## src/rtl/otter_dmem_arbiter.sv

```systemverilog
// Round-robin arbiter sharing OTTER memory port 2 among N_REQ requesters, with response routing.
// Latency: grant and memory access in cycle N, response (tag, load data, error) in cycle N+1.
// Backpressure: REQ_READY grants at most one requester per cycle; responses cannot be stalled.
module otter_dmem_arbiter #(
    parameter int N_REQ = 2,
    parameter int TAG_W = 4
) (
    input  logic                   CLK,
    input  logic                   RST,
    input  logic                   FLUSH,
    input  logic [N_REQ-1:0]       REQ_VALID,
    output logic [N_REQ-1:0]       REQ_READY,
    input  logic [N_REQ-1:0]       REQ_WE,
    input  logic [N_REQ*32-1:0]    REQ_ADDR,
    input  logic [N_REQ*32-1:0]    REQ_WDATA,
    input  logic [N_REQ*2-1:0]     REQ_SIZE,
    input  logic [N_REQ-1:0]       REQ_SIGN,
    input  logic [N_REQ*TAG_W-1:0] REQ_TAG,
    output logic [31:0]            MEM_ADDR2,
    output logic [31:0]            MEM_DIN2,
    output logic                   MEM_WRITE2,
    output logic                   MEM_READ2,
    output logic [1:0]             MEM_SIZE,
    output logic                   MEM_SIGN,
    input  logic [31:0]            MEM_DOUT2,
    output logic [N_REQ-1:0]       RSP_VALID,
    output logic                   RSP_WE,
    output logic                   RSP_ERR,
    output logic [31:0]            RSP_DATA,
    output logic [TAG_W-1:0]       RSP_TAG
);

    localparam int PW = $clog2(N_REQ);

    logic [PW-1:0]    ptr;
    logic [PW-1:0]    cand;
    logic [PW-1:0]    gnt_id;
    logic             gnt;

    logic             sel_we;
    logic [31:0]      sel_addr;
    logic [31:0]      sel_wdata;
    logic [1:0]       sel_size;
    logic             sel_sign;
    logic [TAG_W-1:0] sel_tag;
    logic             sel_err;

    logic             rsp_vld;
    logic [PW-1:0]    rsp_id;
    logic [TAG_W-1:0] rsp_tag;
    logic             rsp_we;
    logic             rsp_err;
    logic             rsp_show;

    // Grant the first valid requester scanning upward from ptr; reset and flush block all grants.
    always_comb begin
        gnt    = 1'b0;
        gnt_id = '0;
        cand   = '0;
        for (int k = 0; k < N_REQ; k++) begin
            cand = PW'((int'(ptr) + k) % N_REQ);
            if (!gnt && REQ_VALID[cand]) begin
                gnt    = 1'b1;
                gnt_id = cand;
            end
        end
        if (RST || FLUSH) begin
            gnt = 1'b0;
        end
    end

    // Mux the granted requester's fields onto a single set of selected signals.
    always_comb begin
        REQ_READY = '0;
        sel_we    = 1'b0;
        sel_addr  = '0;
        sel_wdata = '0;
        sel_size  = 2'd2;
        sel_sign  = 1'b0;
        sel_tag   = '0;
        for (int i = 0; i < N_REQ; i++) begin
            if (gnt && gnt_id == PW'(i)) begin
                REQ_READY[i] = 1'b1;
                sel_we       = REQ_WE[i];
                sel_addr     = REQ_ADDR[i*32 +: 32];
                sel_wdata    = REQ_WDATA[i*32 +: 32];
                sel_size     = REQ_SIZE[i*2 +: 2];
                sel_sign     = REQ_SIGN[i];
                sel_tag      = REQ_TAG[i*TAG_W +: TAG_W];
            end
        end
    end

    // Misaligned accesses still take the slot but never strobe the memory.
    always_comb begin
        sel_err = 1'b0;
        case (sel_size)
            2'd0:    sel_err = 1'b0;
            2'd1:    sel_err = sel_addr[0];
            2'd2:    sel_err = (sel_addr[1:0] != 2'b00);
            default: sel_err = 1'b1;
        endcase
        MEM_ADDR2  = sel_addr;
        MEM_DIN2   = sel_wdata;
        MEM_SIZE   = sel_size;
        MEM_SIGN   = sel_sign;
        MEM_READ2  = gnt && !sel_we && !sel_err;
        MEM_WRITE2 = gnt && sel_we && !sel_err;
    end

    // Advance the priority pointer past each winner and capture who gets the next-cycle response.
    always_ff @(posedge CLK) begin
        if (RST) begin
            ptr     <= '0;
            rsp_vld <= 1'b0;
            rsp_id  <= '0;
            rsp_tag <= '0;
            rsp_we  <= 1'b0;
            rsp_err <= 1'b0;
        end else begin
            rsp_vld <= gnt;
            if (gnt) begin
                ptr     <= (gnt_id == PW'(N_REQ-1)) ? '0 : gnt_id + 1'b1;
                rsp_id  <= gnt_id;
                rsp_tag <= sel_tag;
                rsp_we  <= sel_we;
                rsp_err <= sel_err;
            end
        end
    end

    // Present the captured response; flush squashes it and load data flows straight from memory.
    always_comb begin
        rsp_show  = rsp_vld && !FLUSH && !RST;
        RSP_VALID = '0;
        for (int i = 0; i < N_REQ; i++) begin
            RSP_VALID[i] = rsp_show && (rsp_id == PW'(i));
        end
        RSP_WE   = rsp_show && rsp_we;
        RSP_ERR  = rsp_show && rsp_err;
        RSP_TAG  = rsp_show ? rsp_tag : '0;
        RSP_DATA = (rsp_show && !rsp_we && !rsp_err) ? MEM_DOUT2 : 32'h0;
    end

endmodule
```

## config.mk

```make
export PLATFORM = sky130hd
export DESIGN_NAME = otter_dmem_arbiter
export DESIGN_NICKNAME = d
export VERILOG_FILES = /design/src/rtl/otter_dmem_arbiter.sv
export SDC_FILE = /design/constraint.sdc
export NUM_CORES = 1
export LEC_CHECK = 0
export ABC_AREA = 1
export ABC_CLOCK_PERIOD_IN_PS = 1140
export CAP_MARGIN = 20
export CORE_AREA = 4 4 112 114
export CTS_BUF_LIST = sky130_fd_sc_hd__clkbuf_8
export DETAILED_ROUTE_END_ITERATION = 8
export DIE_AREA = 0 0 116 118
export SYNTH_ARGS = -nofsm -noshare
export SYNTH_HDL_FRONTEND = slang
export SYNTH_SLANG_ARGS = --single-unit
```

## constraint.sdc

```tcl
create_clock -name CLK -period 1.14 [get_ports CLK]
set_input_delay 0.114 -clock CLK [delete_from_list [all_inputs] [get_ports CLK]]
set_output_delay 0.114 -clock CLK [all_outputs]
set_load 0.02 [all_outputs]
```

=== Yosys cells after proc, flatten, opt, wreduce, memory -nomap -nowiden ===
Index checks and enable logic that the tools add are counted.
W data, S select, Z words.

* Equality and inequality tests: 2
* Bitwise gates (word level): 2
* Order comparisons: 2
* Add/subtract/negate cells: 2
* Mux-type cells: 27
* Reduce and logical (&&, ||, !) cells: 25

{| class="wikitable"
|+ Operators by type and width
! kind !! number
|-
| $mux W32 || 5
|-
| $mux W1 || 16
|-
| $logic_and A1 B1 Y1 || 15
|-
| $mux W4 || 3
|-
| $logic_not A1 Y1 || 7
|-
| $lt A1 B2 Y1 const B || 2
|-
| $mux W2 || 2
|-
| $pmux W1 S3 || 1
|-
| $add A1 B1 Y1 const B || 2
|-
| $eq A2 B1 Y1 const B || 1
|-
| $eq A2 B2 Y1 const B || 1
|-
| $logic_not A2 Y1 || 1
|-
| $not A1 Y1 || 2
|-
| $reduce_bool A2 Y1 || 1
|-
| $logic_or A1 B1 Y1 || 1
|}

* Register bits after elaboration: 9
* Logic and storage cells: 66
* Bits of input ports: 181

=== Depth between registers and ports, before layout ===
* Depth in word-level cells: 14
* Depth in mapped cells: 10
* Depth with buffers taken out: 10

=== Least setup slack after synthesis ===
No wires, ideal clock.

* Path type: flip-flop to output port
* From: register ptr
* To: output port MEM_READ2
* Stages on the path, launching flop included: 11
* Buffers on the path: 0
* Data arrival time: 1347 ps
* Path slack: -321 ps
* Cells stage by stage: dfxtp_1 -> inv_1 -> nand2_1 -> nand2_2 -> nand3_1 -> nand2_1 -> nand2_1 -> nand2_1 -> nand2_1 -> inv_1 -> nor2_1

* Cells in the longest elaborated chain, start to end: 14
* Elaborated cells between the ends (all ways): 30
* Those cells by class: 1 x add/sub; 2 x eq/ne; 16 x mux; 1 x bitwise; 10 x reduce/logical

{| class="wikitable"
|+ RTL lines
! what !! RTL line !! source
|-
| start: declaration || 35 || <nowiki>logic [PW-1:0] ptr;</nowiki>
|-
| start signal: assignment || 123 || <nowiki>ptr <= (gnt_id == PW'(N_REQ-1)) ? '0 : gnt_id + 1'b1;</nowiki>
|-
| $mux W1 (not written as such) (2 in a row) || 62 || <nowiki>if (!gnt && REQ_VALID[cand]) begin</nowiki>
|-
| $mux W1 || 62 ||
|-
| $logic_not A1 Y1 || 62 ||
|-
| $logic_and A1 B1 Y1 || 62 ||
|-
| $mux W1 || 62 ||
|-
| $mux W1 or $not A1 Y1 (tied branches) || 67, 82 ||
|-
| $logic_and A1 B1 Y1 || 82 || <nowiki>if (gnt && gnt_id == PW'(i)) begin</nowiki>
|-
| $mux W32 || 82 ||
|-
| $mux W32 (*) || 82 ||
|-
| named net MEM_ADDR2[0] || 19 || <nowiki>output logic [31:0] MEM_ADDR2,</nowiki>
|-
| $reduce_bool A2 Y1 || 100 || <nowiki>2'd2: sel_err = (sel_addr[1:0] != 2'b00);</nowiki>
|-
| $pmux W1 S3 (*) || 97 || <nowiki>case (sel_size)</nowiki>
|-
| $logic_not A1 Y1 (*) || 107 || <nowiki>MEM_READ2 = gnt && !sel_we && !sel_err;</nowiki>
|-
| $logic_and A1 B1 Y1 (*) || 107 ||
|-
| end: declaration || 22 || <nowiki>output logic MEM_READ2,</nowiki>
|}

Mark *: on every way through the listed nets, which the timed path passes. The rest lies on a longest branch. The select of a mux whose other input is x is not followed.

=== Worst setup path after layout ===
* From: register ptr
* To: output port MEM_WRITE2

* Cells in the longest elaborated chain, start to end: 14
* Elaborated cells between the ends (all ways): 29
* Those cells by class: 1 x add/sub; 2 x eq/ne; 16 x mux; 1 x bitwise; 9 x reduce/logical

{| class="wikitable"
|+ RTL lines
! what !! RTL line !! source
|-
| $mux W1 (not written as such) (2 in a row) || 62 ||
|-
| $mux W1 || 62 ||
|-
| $logic_not A1 Y1 || 62 ||
|-
| $logic_and A1 B1 Y1 || 62 ||
|-
| $mux W1 || 62 ||
|-
| $mux W1 or $not A1 Y1 (tied branches) || 67, 82 ||
|-
| $logic_and A1 B1 Y1 || 82 ||
|-
| $mux W2 or $mux W32 (tied branches) (2 in a row) || 82 ||
|-
| $eq A2 B2 Y1, or another cell as far along || 97 ||
|-
| $pmux W1 S3 || 97 ||
|-
| $logic_not A1 Y1 || 108 || <nowiki>MEM_WRITE2 = gnt && sel_we && !sel_err;</nowiki>
|-
| $logic_and A1 B1 Y1 (*) || 108 ||
|-
| end: declaration || 21 || <nowiki>output logic MEM_WRITE2,</nowiki>
|}

Mark *: on every way between the ends. The rest lies on a longest branch, timed or not. The select of a mux whose other input is x is not followed.

==> results.txt <==
The worst setup path is launched from a register. Setup repair after global routing could not meet its margin everywhere. The number of routed nets with antenna violations came out at 0. The net count after synthesis came out at 431. The arrival time reported for the critical path endpoint came out at 1.62 ns. The register bit total from synthesis is 9. The height of the die is 118 microns. The number of antenna violations at the first check in global routing is 2. The share of the Yosys chip area taken by registers is 0.118. The biggest area consumer among synthesized cells is sky130_fd_sc_hd__a22o_1. Across the VDD grid, the largest voltage drop is 216 uV.

The number of enable flip-flop cells after synthesis is 0. The tightest hold path in the finished design has a slack of 0.172 ns. The capturing point of the worst reg2reg path is rsp_err. The stage delay of the slowest cell on the critical path is 0.33 ns. The total number of vias is 3124. In the global route stage, overall resource usage came out at 0.174.

The number of CTS-inserted buffers is 3. The number of nets in the final layout came out at 773. The worst hold path belongs to the class input pin to register. The worst setup path is of the register to output pin kind. The final critical delay including setup and external delays came out at 1.73 ns. The worst register-to-register path has a depth of 12.

Total power for the finished layout comes to 2.70 mW. In this run the clock root is driven by a sky130_fd_sc_hd__clkbuf_8. The most frequently used flop master after synthesis is sky130_fd_sc_hd__dfxtp_1. The wire length reported by the detailed router is 13.0 mm. The count of buffer and inverter cells on the critical path came out at 4. The maximum clock frequency is 0.577 GHz. The number of clock sinks came out at 9. The actual transition at the worst max-transition pin came out at 0.223 ns. The number of placed I/O pins came out at 292. By area the synthesized netlist is led by sky130_fd_sc_hd__a22o_1 36%, sky130_fd_sc_hd__inv_1 15%, sky130_fd_sc_hd__dfxtp_1 12%.

The wire length of the first global-routing pass is 18.6 mm. The fraction of final layout cells sized beyond drive strength 1 came out at 0.503. Setup slack on the worst reg-to-reg path comes out at -0.39 ns.

The count of pins over their slew limit is 0. The global placement routability congestion is 0.904. In the post-synthesis netlist, the cell with the most instances is sky130_fd_sc_hd__a22o_1. The non-filler instance count after layout came out at 736.

The worst setup margin came out at -0.594 ns. In the finished design, the share of the clock period the worst path needs comes to 1.52. After detailed routing, the number of remaining DRC violations is 0.

The critical path goes through inv_2 -> nand2_4 -> nand2_4 -> nor2_4 -> buf_6 -> nand2_2 -> o21ai_2 -> nand2_1 -> nand2_4 -> inv_4 -> nor2_4 -> buf_6. The startpoint identified for the worst register-to-register timing path is ptr. The netlist uses 23 different library cells. The path with the worst hold slack has its endpoint at ptr.

The largest fanout of any net on the critical path came out at 4. The die covers 13700 sq um. The area fraction of the dominant cell type after synthesis is 0.361. Clock-pin slew was measured on the worst setup and hold paths at 0.04 ns. In this run the number of cells on the critical path is 12. The number of rows in the core area came out at 39. After detailed routing, the average wire length per cell comes to 17.6 microns. The run finished, with violations left.

The setup slack at placement came out at -1.16 ns. The launch instance of the worst min-delay path is RST. After routing the design area is 6340 sq um. The count of buffers added on input and output ports is 291.

The pin count of the biggest net entering global routing is 14. By instance count, the cell type seen most on the critical path is sky130_fd_sc_hd__nand2_4. The placed cell count came out at 703. The max-cap violation count came out at 0.

The largest clock skew in the final design is 0.00144 ns. The final hold violation count is 0. Setup violations remaining at the end of the flow were counted as 109. The instance count of the mapped netlist came out at 250.

In this run the number of H-tree levels came out at 1. The power density over the cells is 426 nW/um^2. The worst setup path is captured at an output pin. After the first detailed-routing iteration, the DRC count stood at 71. The leakage power is 2.95 nW. For this run, the number of Yosys warnings is 0. The post-DP HPWL came out at 9.96 mm. For this configuration, the core starts out at a cell density of 0.134. The number of global-route vias before repair is 3462.

The leftover overflow at the end of global routing is 0. The synthesis-to-layout area growth came out at 315%. TritonCTS built the clock tree.

Buffers inserted to repair hold after CTS numbered 0. The total area inside the core boundary comes to 11400 sq um. For this run, asynchronously set or reset flops after synthesis account for 0. The die is 116 microns wide. Before antenna repair, the detailed router went through 4 iterations. The required time reported for the critical path endpoint came out at 1.03 ns. Measured against its own limit, the worst slew margin works out to 0.851. The clock latency on the worst-skew pair came out at 0.23 ns. The average vias per placed instance came out at 4.24.

The area of placed instances is 5420 sq um. The number of stages on the worst hold path is 3. The final reports fail on setup timing. A synthesized cell averages 6.11 sq um. The slowest stage of the critical path is the sky130_fd_sc_hd__dfxtp_2 cell. Grouping stages by cell kind, the critical path spends the most delay in simple AND/OR/NAND/NOR gates. The number of buffers on the longest clock path came out at 2.

After synthesis the cells add up to 1530 sq um. Sorting the synthesized cells by how often they occur yields 63 x sky130_fd_sc_hd__a22o_1, 61 x sky130_fd_sc_hd__inv_1, 44 x sky130_fd_sc_hd__nor2_1.
-- cells by family (layout without fill, tap and decap cells) --
| group | count (synthesis) | after routing | synth area share |
|---|---|---|---|
| compound gates | 74 | 74 | 0.405 |
| buf+inv | 80 | 421 | 0.225 |
| flops | 9 | 9 | 0.118 |
| other cells | 0 | 2 | 0 |
| simple gates | 87 | 87 | 0.252 |
-- flip-flops by register name (all words and copies together), names as in the netlist --
signal / cells
rsp_tag: 4
ptr: 1
rsp_err: 1
rsp_id: 1
rsp_vld: 1
rsp_we: 1
-- power by group --
group	leakage, nW	internal, mW	total [mW]	switching (mW)
Sequential	0.0751	0.335	0.348	0.0122
Clock	0.0269	0.234	0.358	0.124
Combinational	2.85	1.22	2.00	0.778
-- layer usage --
metal	part of all wire	routed length, microns	GRT usage
met5	0	0	0
met4	0.011	140	0.0363
met3	0.10	1330	0.0514
met2	0.53	6870	0.324
met1	0.36	4630	0.192
-- tightest hold or removal path, delay by kind of cell --
kind / cells / cell delay (ns)
buffers and inverters: 2 / 0.21
AOI/OAI and AO/OA: 1 / 0.04
-- layout make-up --
cell class	count	area, sq um
clock buffer	3	41.3
timing repair buffer	354	3930
antenna	2	5.00
sequential	9	186
fill	1019	5070
tap	143	179
multi-input combinational	161	1760
clock inverter	1	3.75
inverter	63	246
-- what timing repair did --
item | in CTS | in global routing
setup endpoints to repair | 118 | 118
gates resized for setup | 734 | 24
gates cloned | 9 | 1
buffers inserted | 19 | 7
pin swaps | 23 | 11
-- how the worst max path moves through the flow --
stage | from | slack [ns] | end
final | ptr | -0.59 | MEM_WRITE2
after global routing | ptr | -0.71 | MEM_WRITE2
after CTS | ptr | -0.63 | MEM_DIN2[7]
after detailed placement | REQ_VALID[1] | -1.16 | MEM_DIN2[5]
after global placement | REQ_VALID[1] | -1.12 | MEM_WRITE2
after floorplan | ptr | -0.16 | MEM_READ2
-- through the flow --
| step | TNS [ns] | utilization |
|---|---|---|
| global placement | -112.21 | 0.474 |
| detailed placement | -115.70 | 0.474 |
| floorplan | -8.57 | - |
| global route | -54.04 | 0.556 |
| CTS | -49.70 | 0.548 |
| finish | -45.41 | 0.556 |
-- layout by cell type, fill, tap and decap left out, types with 3 or more instances in the layout --
cell                              instances
sky130_fd_sc_hd__inv_2                    5
sky130_fd_sc_hd__nand2_4                  5
sky130_fd_sc_hd__buf_12                  10
sky130_fd_sc_hd__inv_1                   57
sky130_fd_sc_hd__nand4_1                  3
sky130_fd_sc_hd__a22o_4                  39
sky130_fd_sc_hd__buf_8                    5
sky130_fd_sc_hd__clkbuf_8                 3
sky130_fd_sc_hd__a21oi_1                  3
sky130_fd_sc_hd__buf_6                  123
sky130_fd_sc_hd__buf_16                   8
sky130_fd_sc_hd__nand2_1                 18
sky130_fd_sc_hd__dfxtp_1                  6
sky130_fd_sc_hd__nand2_2                  9
sky130_fd_sc_hd__a22o_1                  24
sky130_fd_sc_hd__clkdlybuf4s50_1        176
sky130_fd_sc_hd__nor2_2                   4
sky130_fd_sc_hd__buf_4                   28
sky130_fd_sc_hd__a22oi_2                  3
sky130_fd_sc_hd__nor2_4                  41
Note: power is estimated with default switching activity, not from simulation.
